## src/rtl/cache_mem_arbiter.sv

```systemverilog
// Purpose: shares one cacheline-wide memory port between icache and dcache, round-robin on ties.
// Latency: request sampled in IDLE -> memory strobe next cycle; resp combinational with dfp_resp.
// Backpressure: the losing requester holds its request and is guaranteed the next grant.
module cache_mem_arbiter #(
  parameter int ADDR_W = 32,
  parameter int LINE_W = 256
) (
  input  logic              clk,
  input  logic              rst,
  input  logic [ADDR_W-1:0] i_addr,
  input  logic              i_read,
  input  logic              i_write,
  input  logic [LINE_W-1:0] i_wdata,
  output logic [LINE_W-1:0] i_rdata,
  output logic              i_resp,
  input  logic [ADDR_W-1:0] d_addr,
  input  logic              d_read,
  input  logic              d_write,
  input  logic [LINE_W-1:0] d_wdata,
  output logic [LINE_W-1:0] d_rdata,
  output logic              d_resp,
  output logic [ADDR_W-1:0] dfp_addr,
  output logic              dfp_read,
  output logic              dfp_write,
  output logic [LINE_W-1:0] dfp_wdata,
  input  logic [LINE_W-1:0] dfp_rdata,
  input  logic              dfp_resp
);

  typedef enum logic {
    S_IDLE = 1'b0,
    S_BUSY = 1'b1
  } state_t;

  state_t            r_state;
  logic              r_owner;       // 0 = icache, 1 = dcache
  logic              r_last_owner;
  logic [ADDR_W-1:0] r_req_addr;
  logic [LINE_W-1:0] r_req_wdata;
  logic              r_req_is_write;
  logic              r_dfp_read;
  logic              r_dfp_write;

  logic w_i_req;
  logic w_d_req;
  logic w_any_req;
  logic w_grant_d;
  logic w_done;

  assign w_i_req   = i_read | i_write;
  assign w_d_req   = d_read | d_write;
  assign w_any_req = w_i_req | w_d_req;
  // dcache wins when alone, or on a tie when the icache held the port last
  assign w_grant_d = w_d_req & (~w_i_req | ~r_last_owner);
  assign w_done    = (r_state == S_BUSY) & dfp_resp;

  // Arbitration FSM: latch the winner in IDLE, hold it on the memory port until dfp_resp
  always_ff @(posedge clk or posedge rst) begin
    if (rst) begin
      r_state        <= S_IDLE;
      r_owner        <= 1'b0;
      r_last_owner   <= 1'b1;
      r_req_addr     <= '0;
      r_req_wdata    <= '0;
      r_req_is_write <= 1'b0;
      r_dfp_read     <= 1'b0;
      r_dfp_write    <= 1'b0;
    end else if (r_state == S_IDLE) begin
      if (w_any_req) begin
        // read+write together is treated as a write
        r_owner        <= w_grant_d;
        r_last_owner   <= w_grant_d;
        r_req_addr     <= w_grant_d ? d_addr  : i_addr;
        r_req_wdata    <= w_grant_d ? d_wdata : i_wdata;
        r_req_is_write <= w_grant_d ? d_write : i_write;
        r_dfp_read     <= w_grant_d ? ~d_write : ~i_write;
        r_dfp_write    <= w_grant_d ? d_write  : i_write;
        r_state        <= S_BUSY;
      end
    end else begin
      if (dfp_resp) begin
        r_dfp_read  <= 1'b0;
        r_dfp_write <= 1'b0;
        r_state     <= S_IDLE;
      end
    end
  end

  // Memory port is driven only from registers so requester changes cannot disturb it
  assign dfp_addr  = r_req_addr;
  assign dfp_wdata = r_req_wdata;
  assign dfp_read  = r_dfp_read  & ~r_req_is_write;
  assign dfp_write = r_dfp_write &  r_req_is_write;

  // Completion is steered to the owning cache only; read data is shared
  assign i_resp  = w_done & ~r_owner;
  assign d_resp  = w_done &  r_owner;
  assign i_rdata = dfp_rdata;
  assign d_rdata = dfp_rdata;

endmodule

```

## config.mk

```make
export PLATFORM = sky130hd
export DESIGN_NAME = cache_mem_arbiter
export DESIGN_NICKNAME = d
export VERILOG_FILES = /design/src/rtl/cache_mem_arbiter.sv
export SDC_FILE = /design/constraint.sdc
export NUM_CORES = 1
export LEC_CHECK = 0
export BUFFER_PORTS_ARGS = -buffer_cell sky130_fd_sc_hd__buf_2
export CAP_MARGIN = 0
export CORE_AREA = 2 2 635 637
export CTS_CLUSTER_DIAMETER = 30
export DETAILED_ROUTE_END_ITERATION = 7
export DIE_AREA = 0 0 637 639
export MAX_ROUTING_LAYER = met4
export PLACE_DENSITY = 0.3
export SYNTH_ARGS = -nofsm -noshare
export SYNTH_HDL_FRONTEND = slang
export SYNTH_SLANG_ARGS = --single-unit
```

## constraint.sdc

```tcl
create_clock -name clk -period 18.3 [get_ports clk]
set_input_delay 0 -clock clk [delete_from_list [all_inputs] [get_ports clk]]
set_output_delay 0 -clock clk [all_outputs]
set_load 0.03 [all_outputs]
```

# Word-level counts from Yosys, hierarchy flattened
# Index checks and enable logic that the tools add are counted.
[word_totals]
ff_bits = 294
wordCells = 41
output_inout_bits = 804
[classes]
reduce_logical = 3
eq_ne = 1
n_bitwise = 17
muxes = 12
[op_table]
columns = ["op", "count"]
rows = [
  ["256-bit two-way mux", 1],
  ["32-bit two-way mux", 1],
  ["1-bit two-way mux", 10],
  ["1-bit inverter", 7],
  ["1-bit AND", 6],
  ["1-bit bitwise OR", 4],
  ["2-bit AND reduction", 2],
  ["2-bit != test, second input constant", 1],
  ["2-bit nonzero test", 1],
]

# Logic depth before layout (Yosys ltp)
# Gate-level depths: netlist of run 1.
[logic_depth]
depth_word = 7
ltp_mapped = 6

# Worst setup path before layout of run 1
# OpenSTA, ideal clock, no wires.
[synth_timing]
path_kind = "register to register"
from = "register r_last_owner"
to = "register r_req_addr[0], in the netlist dfp_addr[0]"
setup_ns = 0.080
path_stages_with_launch = 7
setup_slack_ns = 16.780
n_path_buf = 3
t_required_ns = 18.220
t_arrival_ns = 1.441
cell_sequence = "dfstp_2 -> o21a_1 -> buf_2 -> buf_2 -> clkbuf_1 -> o21ai_0 -> a2bb2oi_1"
[synth_via]
elab_chain_cells = 4
[synth_lines]
columns = ["item", "line_no", "text"]
rows = [
  ["from (decl)", "37", "logic r_last_owner;"],
  ["from (signal assigned)", "72", "r_last_owner <= w_grant_d;"],
  ["1-bit inverter", "54", "assign w_grant_d = w_d_req & (~w_i_req | ~r_last_owner);"],
  ["1-bit bitwise OR", "54", ""],
  ["1-bit AND", "54", ""],
  ["32-bit two-way mux", "73", "r_req_addr <= w_grant_d ? d_addr : i_addr;"],
  ["to (signal assigned)", "73", ""],
  ["to (decl)", "38", "logic [ADDR_W-1:0] r_req_addr;"],
]
# No other way between the ends.
# A chain may end at the register's enable or synchronous reset.

# Worst setup path after layout of run 1
[layout_timing]
from = "register r_state"
to = "register r_req_wdata[149], in the netlist dfp_wdata[149]"
[layout_via]
elab_chain_cells = 2
[layout_lines]
columns = ["item", "line_no", "text"]
rows = [
  ["from (decl)", "35", "state_t r_state;"],
  ["from (signal assigned)", "60", "r_state <= S_IDLE;"],
  ["from (signal assigned)", "78", "r_state <= S_BUSY;"],
  ["from (signal assigned)", "84", "r_state <= S_IDLE;"],
  ["1-bit inverter (no line)", "--", ""],
  ["2-bit AND reduction (no line)", "--", ""],
  ["to (signal assigned)", "74", "r_req_wdata <= w_grant_d ? d_wdata : i_wdata;"],
  ["to (decl)", "39", "logic [LINE_W-1:0] r_req_wdata;"],
]
# No other way between the ends.

==> qor.csv, run 1 <==
stage,metric,value,unit
outcome,status,"complete, no violations",
yosys,yosysMostFrequentCell,buf_4,
clock_tree,ctsHoldBuffers,868,
floorplan,die_h,639,um
power,powerDensity,111,mW/mm2
detailed_routing,avgViaCountPerCell,2.69,
clock_tree,cts.sinks,294,
floorplan,die_area,0.407,mm2
detailed_routing,drt-wirelength-per-cell,24.4,um
setup_path,critPathCaptureType,flop,
yosys,syn_inst,1917,
timing,worst_slew_pin_slew,1280,ps
layout,regArea,0.00736,mm2
floorplan,initial_utilization,0.0469,
yosys,synth_fp_nets,2756,
global_route,grt_use_total,0.100,
power,swShare,0.357,
setup_path,path_cells,nor2_4 -> buf_4 -> buf_4 -> buf_4 -> buf_4 -> a2bb2oi_1 -> dlygate4sd3_1,
power,pwr-share-seq,0.214,
layout,multi_input_area,0.00671,mm2
detailed_routing,drcViolationCount,0,
setup_path,critical_path.slowest_cell,buf_4,
power,power.leakage,14.0,nW
detailed_routing,drt_iter0_markers,1668,
yosys,ys.flop_type,dfrtp_1,
timing,finalMaxSlewViolations,0,
layout,nFillCells,46500,
floorplan,core,0.401,mm2
setup_path,critPathLaunchType,flop,
detailed_routing,num_vias,22900,
yosys,synth_top_area_share,0.390,
yosys,async_reset_ff_frac,1.00,
setup_path,reg2reg_from,r_state,
yosys,synth_top_area_cell,dfrtp_1,
timing,finalHoldWorstSlack,0.00774,ps
timing,setup_tns,0,ps
clock_tree,root_buffer,clkbuf_16,
yosys,synth_edf_count,0,
setup_path,cp.required,19010,ps
global_route,grt_pass1_vias,24100,
clock_tree,cts_setup_buffers,0,
timing,finalCritPeriodShare,0.294,
power,p_clk_frac,0.447,
job,cap_viol_max_count,0,
timing,skew,90.6,ps
clock_tree,path_clk_slew,40,ps
layout,finalNetCount,3934,
min_path,hp-class,in -> out,
layout,syn2layout_area_growth,103,%
place,hpwl,166000,um
global_route,antenna_found_initial,91,
power,internal_power,2.74,mW
detailed_routing,routed_wl,209000,um
detailed_routing,dr.pass1.iters,6,
min_path,hold_depth,0,
place,io_buffers,874,
floorplan,io-pin-count,1643,
layout,drive_gt1_frac,0.350,
yosys,synth.area.top_cells,"dfrtp_1 (39%), buf_4 (21%), a2bb2oi_1 (13%)",
timing,max_freq,186,MHz
clock_tree,numCtsBuffers,119,
power,max-vdd-ir-drop,0.0000763,V
global_route,grt.overflow.total,0,
yosys,synth_area,0.0188,mm2
setup_path,rrSetupSlack,12920,ps
yosys,ys_ff_latch,294,
place,gp_congestion,0.861,
power,switchingPower,1.52,mW
min_path,hold_end,d_rdata[120],
clock_tree,clock_latency,840,ps
clock_tree,cts_htree_levels,3,
global_route,grt_pass1_wl,261000,um
timing,period_minus_slack,5380,ps
yosys,syn_area_per_cell,9.80,um2
place,dp_slack,13600,ps
setup_path,cp_max_fo,68,
yosys,ys_warn_count,0,
timing,final-setup-viol-count,0,
setup_path,path_class,reg -> reg,
timing,slew-limit-headroom,0.147,
min_path,min_from,dfp_rdata[120],
power,power.total,4.26,mW
clock_tree,clockBufferDepth,4,
clock_tree,cts_tree,yes,
setup_path,cp.arrival,6080,ps
timing,setup_ws,12920,ps
yosys,synthTopCellsByCount,"buf_4 (514), dfrtp_1 (293), a2bb2oi_1 (288), a311oi_1 (288), o21ai_0 (287)",
timing,rsz0062_at_grt,no,
setup_path,rr_endpoint,dfp_wdata[149],
timing,final-hold-violation-count,0,
setup_path,max_stage_delay,850,ps
yosys,synth-seq-area-share,0.392,
power,combPwrFrac,0.340,
detailed_routing,ant_nets,0,
clock_tree,cts_resized,0,
global_route,grt_max_degree,159,
yosys,yosysUniqueCellTypes,30,
setup_path,worst-r2r-cell-count,7,
floorplan,fp-row-count,233,
floorplan,dieWidth,637,um
setup_path,crit_path_frequent_cell,buf_4,
-- metal layers --
layer	GRT usage	routed length (um)	vias to the layer above	part of all wire
met5	-	0	-	0
met4	0.0593	14600	0	0.070
met3	0.0555	28500	529	0.14
met2	0.168	102000	1814	0.49
met1	0.0885	63300	11200	0.30
li1	-	-	9356	-
-- state kept, by name (all words and copies together), names as in the netlist --
register	count
r_req_is_write	1
dfp_addr	32
dfp_wdata	256
r_dfp_read	1
r_owner	1
r_state	1
r_last_owner	1
r_dfp_write	1
-- metrics by stage --
step / std cells / util / area, um2
after floorplan: 1917 / - / 18800
after global placement: 7392 / 0.0636 / 25500
after detailed placement: 7393 / 0.0636 / 25500
after CTS: 8470 / 0.0948 / 38000
after global routing: 8532 / 0.0952 / 38100
final: 8543 / 0.0952 / 38200
-- power groups by stage --
stage	logic (mW)	registers, mW	clock network, mW
6_report	1.45	0.910	1.90
5_1_grt	1.52	0.926	1.99
4_1_cts	1.45	0.906	1.95
3_5_place_dp	1.14	0.908	0
3_3_place_gp	1.14	0.914	0
2_1_floorplan	0.551	1.18	0
-- cells by family (layout without fill, tap and decap cells) --
logic type / count (synthesis) / in the layout / share of synthesized area
flops: 294 / 294 / 0.392
simple gates: 13 / 13 / 0.00473
other cells: 0 / 73 / 0
buf+inv: 736 / 2002 / 0.254
compound gates: 873 / 873 / 0.349
mux: 1 / 1 / 0.000533
-- final cells by class --
cell class | instances | area share
Inverter | 2 | 0.000393
Clock buffer | 194 | 0.0967
Clock inverter | 15 | 0.00302
Sequential cell | 294 | 0.193
Tap cell | 5287 | 0.173
Multi-Input combinational cell | 887 | 0.176
Antenna cell | 73 | 0.00479
Timing Repair Buffer | 1791 | 0.353
-- how the worst max path moves through the flow --
stage	startpoint	to	slack, ps	cells past startpoint
6_report	r_state	dfp_wdata[149]	12920	7
2_1_floorplan	rst	dfp_addr[0]	10180	1
3_3_place_gp	r_state	dfp_wdata[155]	13610	6
3_5_place_dp	r_state	dfp_wdata[150]	13600	6
4_1_cts	r_state	dfp_wdata[145]	12950	7
5_1_grt	r_state	dfp_wdata[149]	12650	7
-- critical path, delay by kind of cell (launching register included) --
kind	cells	cell delay, ps
buffers and inverters	5	3650
flip-flops	1	730
AO/OA/AOI/OAI	1	210
AND/OR/NAND/NOR	1	200
-- cell usage in the layout, fill, tap and decap left out, types with 2 or more instances in the layout --
cell type	Yosys	routed
a21o_1	3	3
a2bb2oi_1	288	288
a311oi_1	288	284
a311oi_2	0	4
buf_12	0	4
buf_2	70	874
buf_4	514	44
clkbuf_1	132	33
clkbuf_16	0	120
clkbuf_8	0	41
clkinv_2	0	13
dfrtp_1	293	292
diode_2	0	73
dlygate4sd3_1	0	868
nand2_1	2	2
nor2_4	0	2
o21ai_0	287	276
o21ai_1	1	12
Note: power is estimated with default switching activity, not from simulation.
==> run 2, diff against run 1 <==
--- a/config.mk
+++ b/config.mk
@@ -5,12 +5,13 @@
 export SDC_FILE = /design/constraint.sdc
 export NUM_CORES = 1
 export LEC_CHECK = 0
+export ABC_AREA = 1
 export BUFFER_PORTS_ARGS = -buffer_cell sky130_fd_sc_hd__buf_2
 export CAP_MARGIN = 0
-export CORE_AREA = 2 2 635 637
+export CORE_AREA = 2 2 645 647
 export CTS_CLUSTER_DIAMETER = 30
 export DETAILED_ROUTE_END_ITERATION = 7
-export DIE_AREA = 0 0 637 639
+export DIE_AREA = 0 0 647 649
 export MAX_ROUTING_LAYER = met4
 export PLACE_DENSITY = 0.3
 export SYNTH_ARGS = -nofsm -noshare
==> constraint.sdc (replaced) <==
create_clock -name clk -period 5.2 [get_ports clk]
set_input_delay 0 -clock clk [delete_from_list [all_inputs] [get_ports clk]]
set_output_delay 0 -clock clk [all_outputs]
set_load 0.03 [all_outputs]
==> qor.csv, run 2 <==
stage,metric,value,unit
yosys,synth_fp_nets,3567,
global_route,grt_pass1_vias,24300,
detailed_routing,drt_iter0_markers,1555,
place,io_buffers,874,
floorplan,initial_utilization,0.0476,
yosys,synth_top_family_by_area,simple AND/OR/NAND/NOR gates,
setup_path,critPathBufInv,5,
yosys,yosys-mux-area-fraction,0,
place,place_area,0.0266,mm2
floorplan,die_area,0.420,mm2
timing,worst_slew_pin_slew,890,ps
layout,drive_gt1_frac,0.273,
clock_tree,cts.sinks,294,
yosys,synth_area,0.0196,mm2
setup_path,path_depth,8,
floorplan,io-pin-count,1643,
power,power.total,22.0,mW
yosys,synth_top_area_share,0.374,
layout,mostFrequentLayoutCell,nand2_1,
setup_path,crit_path_frequent_cell,dlygate4sd3_1,
timing,rsz0062_at_grt,no,
place,dp_cells,8437,
layout,final_util,0.0954,
place,dp_slack,2200,ps
yosys,synth_edf_count,0,
yosys,yosys.area_share.simple,0.353,
timing,skew,152,ps
yosys,syn_area_per_cell,7.19,um2
clock_tree,cts_tree,yes,
detailed_routing,num_vias,24200,
global_route,antenna_found_initial,213,
timing,period_minus_slack,3690,ps
setup_path,path_cells,inv_1 -> nand2_8 -> inv_8 -> buf_4 -> nand3_1 -> dlygate4sd3_1 -> nand2_1 -> dlygate4sd3_1,
timing,finalHoldWorstSlack,0.00708,ps
timing,final-setup-viol-count,0,
layout,final_cell_mix,"nand2_1 (1127), buf_2 (874), dlygate4sd3_1 (859)",
yosys,synth_compound_area_frac,0.00147,
timing,setup_tns,0,ps
yosys,synthTopCellsByCount,"nand2_1 (1127), buf_4 (517), dfrtp_1 (293)",
layout,syn2layout_area_growth,101,%
clock_tree,cts_resized,0,
power,powerDensity,558,mW/mm2
clock_tree,cts_htree_levels,3,
layout,finalNetCount,4787,
global_route,met3_usage,0.0676,
yosys,ys_warn_count,0,
job,cap_viol_max_count,0,
timing,slew-limit-headroom,0.407,
yosys,synth.area.top_cells,"dfrtp_1 (37%), nand2_1 (22%), buf_4 (20%)",
setup_path,critical_path.slowest_cell,buf_4,
yosys,yosysMostFrequentCell,nand2_1,
clock_tree,root_buffer,clkbuf_16,
setup_path,critPathCaptureType,flop,
detailed_routing,drcViolationCount,0,
min_path,hp-class,in -> out,
clock_tree,clock_latency,900,ps
global_route,grt_pass1_wl,275000,um
global_route,grt.overflow.total,0,
global_route,met2_usage,0.171,
yosys,ys.flop_type,dfrtp_1,
global_route,grt_max_degree,106,
clock_tree,clockBufferDepth,4,
setup_path,critPathLaunchType,flop,
global_route,grt_use_total,0.105,
yosys,yosysUniqueCellTypes,17,
yosys,syn_inst,2728,
setup_path,cp.arrival,4450,ps
power,power.leakage,17.9,nW
floorplan,die_h,649,um
setup_path,cp_max_fo,67,
yosys,async_reset_ff_frac,1.00,
detailed_routing,routed_wl,222000,um
place,hpwl,185000,um
place,gp_congestion,0.838,
floorplan,dieWidth,647,um
yosys,synth_xor_area_frac,0,
layout,final_cell_count_no_fill,9568,
timing,setup_ws,1510,ps
setup_path,cp.required,5960,ps
yosys,ys_ff_latch,294,
detailed_routing,drt-wirelength-per-cell,23.2,um
power,max-vdd-ir-drop,0.000249,V
layout,finalInstanceArea,0.0394,mm2
setup_path,crit_family,buffers and inverters,
setup_path,path_class,reg -> reg,
detailed_routing,ant_nets,0,
detailed_routing,avgViaCountPerCell,2.52,
clock_tree,path_clk_slew,40,ps
detailed_routing,dr.pass1.iters,5,
yosys,yosys.area_share.adder,0,
setup_path,worst-r2r-cell-count,8,
floorplan,fp-row-count,236,
min_path,hold_depth,0,
yosys,synth_top_area_cell,dfrtp_1,
timing,max_freq,271,MHz
timing,final-hold-violation-count,0,
layout,largest_register_ffs,256,
global_route,grt_busiest_layer,met2,
outcome,status,"complete, no violations",
floorplan,core,0.413,mm2
timing,finalMaxSlewViolations,0,
global_route,grt_use_met1,0.0952,
clock_tree,numCtsBuffers,124,
timing,finalCritPeriodShare,0.709,
yosys,synth-seq-area-share,0.375,
setup_path,max_stage_delay,700,ps
==> run 2: area by class of cell <==
cell class | instances | area, um2
Timing Repair Buffer | 1765 | 13400
Antenna cell | 44 | 110
Clock inverter | 30 | 248
Tap cell | 5474 | 6850
Multi-Input combinational cell | 1592 | 7000
Fill cell | 48500 | 373000
Sequential cell | 294 | 7360
Clock buffer | 198 | 3780
Inverter | 171 | 661
==> run 2: what timing repair did <==
item	4_1_cts	5_1_grt
hold endpoints to repair	478	0
hold buffers	859	0
setup buffers	0	0
endpoints found under the setup margin	0	0
==> run 2: worst paths after layout <==
| path | from | to | slack, ps |
|---|---|---|---|
| max | r_state | dfp_wdata[138] | 1510 |
| min | dfp_rdata[146] | i_rdata[146] | 0.007 |
| max reg2reg | r_state | dfp_wdata[138] | 1510 |
| min reg2reg | dfp_addr[21] | dfp_addr[21] | 470 |
| max in group asynchronous | rst | dfp_wdata[61] | 3410 |
| min in group asynchronous | rst | r_dfp_read | 330 |
==> run 2: cell families (layout without fill, tap and decap cells) <==
kind of cell,count (synthesis),after routing
DFF,294,294
other,0,44
buffers and inverters,842,2164
and+or+nand+nor,1587,1587
AOI/OAI and AO/OA,5,5
==> run 2: report_power, final <==
group          switching, mW  total, mW  internal, mW
Clock                   2.13       7.08          4.95
Sequential             0.658       4.10          3.44
Combinational           7.03       10.8          3.77
==> run 2: per-layer routing <==
| layer | routed length, um | part of all wire |
|---|---|---|
| met5 | 0 | 0 |
| met4 | 12700 | 0.057 |
| met2 | 104000 | 0.47 |
| met3 | 33600 | 0.15 |
| met1 | 71500 | 0.32 |
==> run 2: worst register-to-register path, cell delays in order, from the launching register on <==
cell and delay, ps:
dfrtp_1 380, inv_1 200, nand2_8 280, inv_8 460
buf_4 730, nand3_1 270, dlygate4sd3_1 620, nand2_1 60
dlygate4sd3_1 540
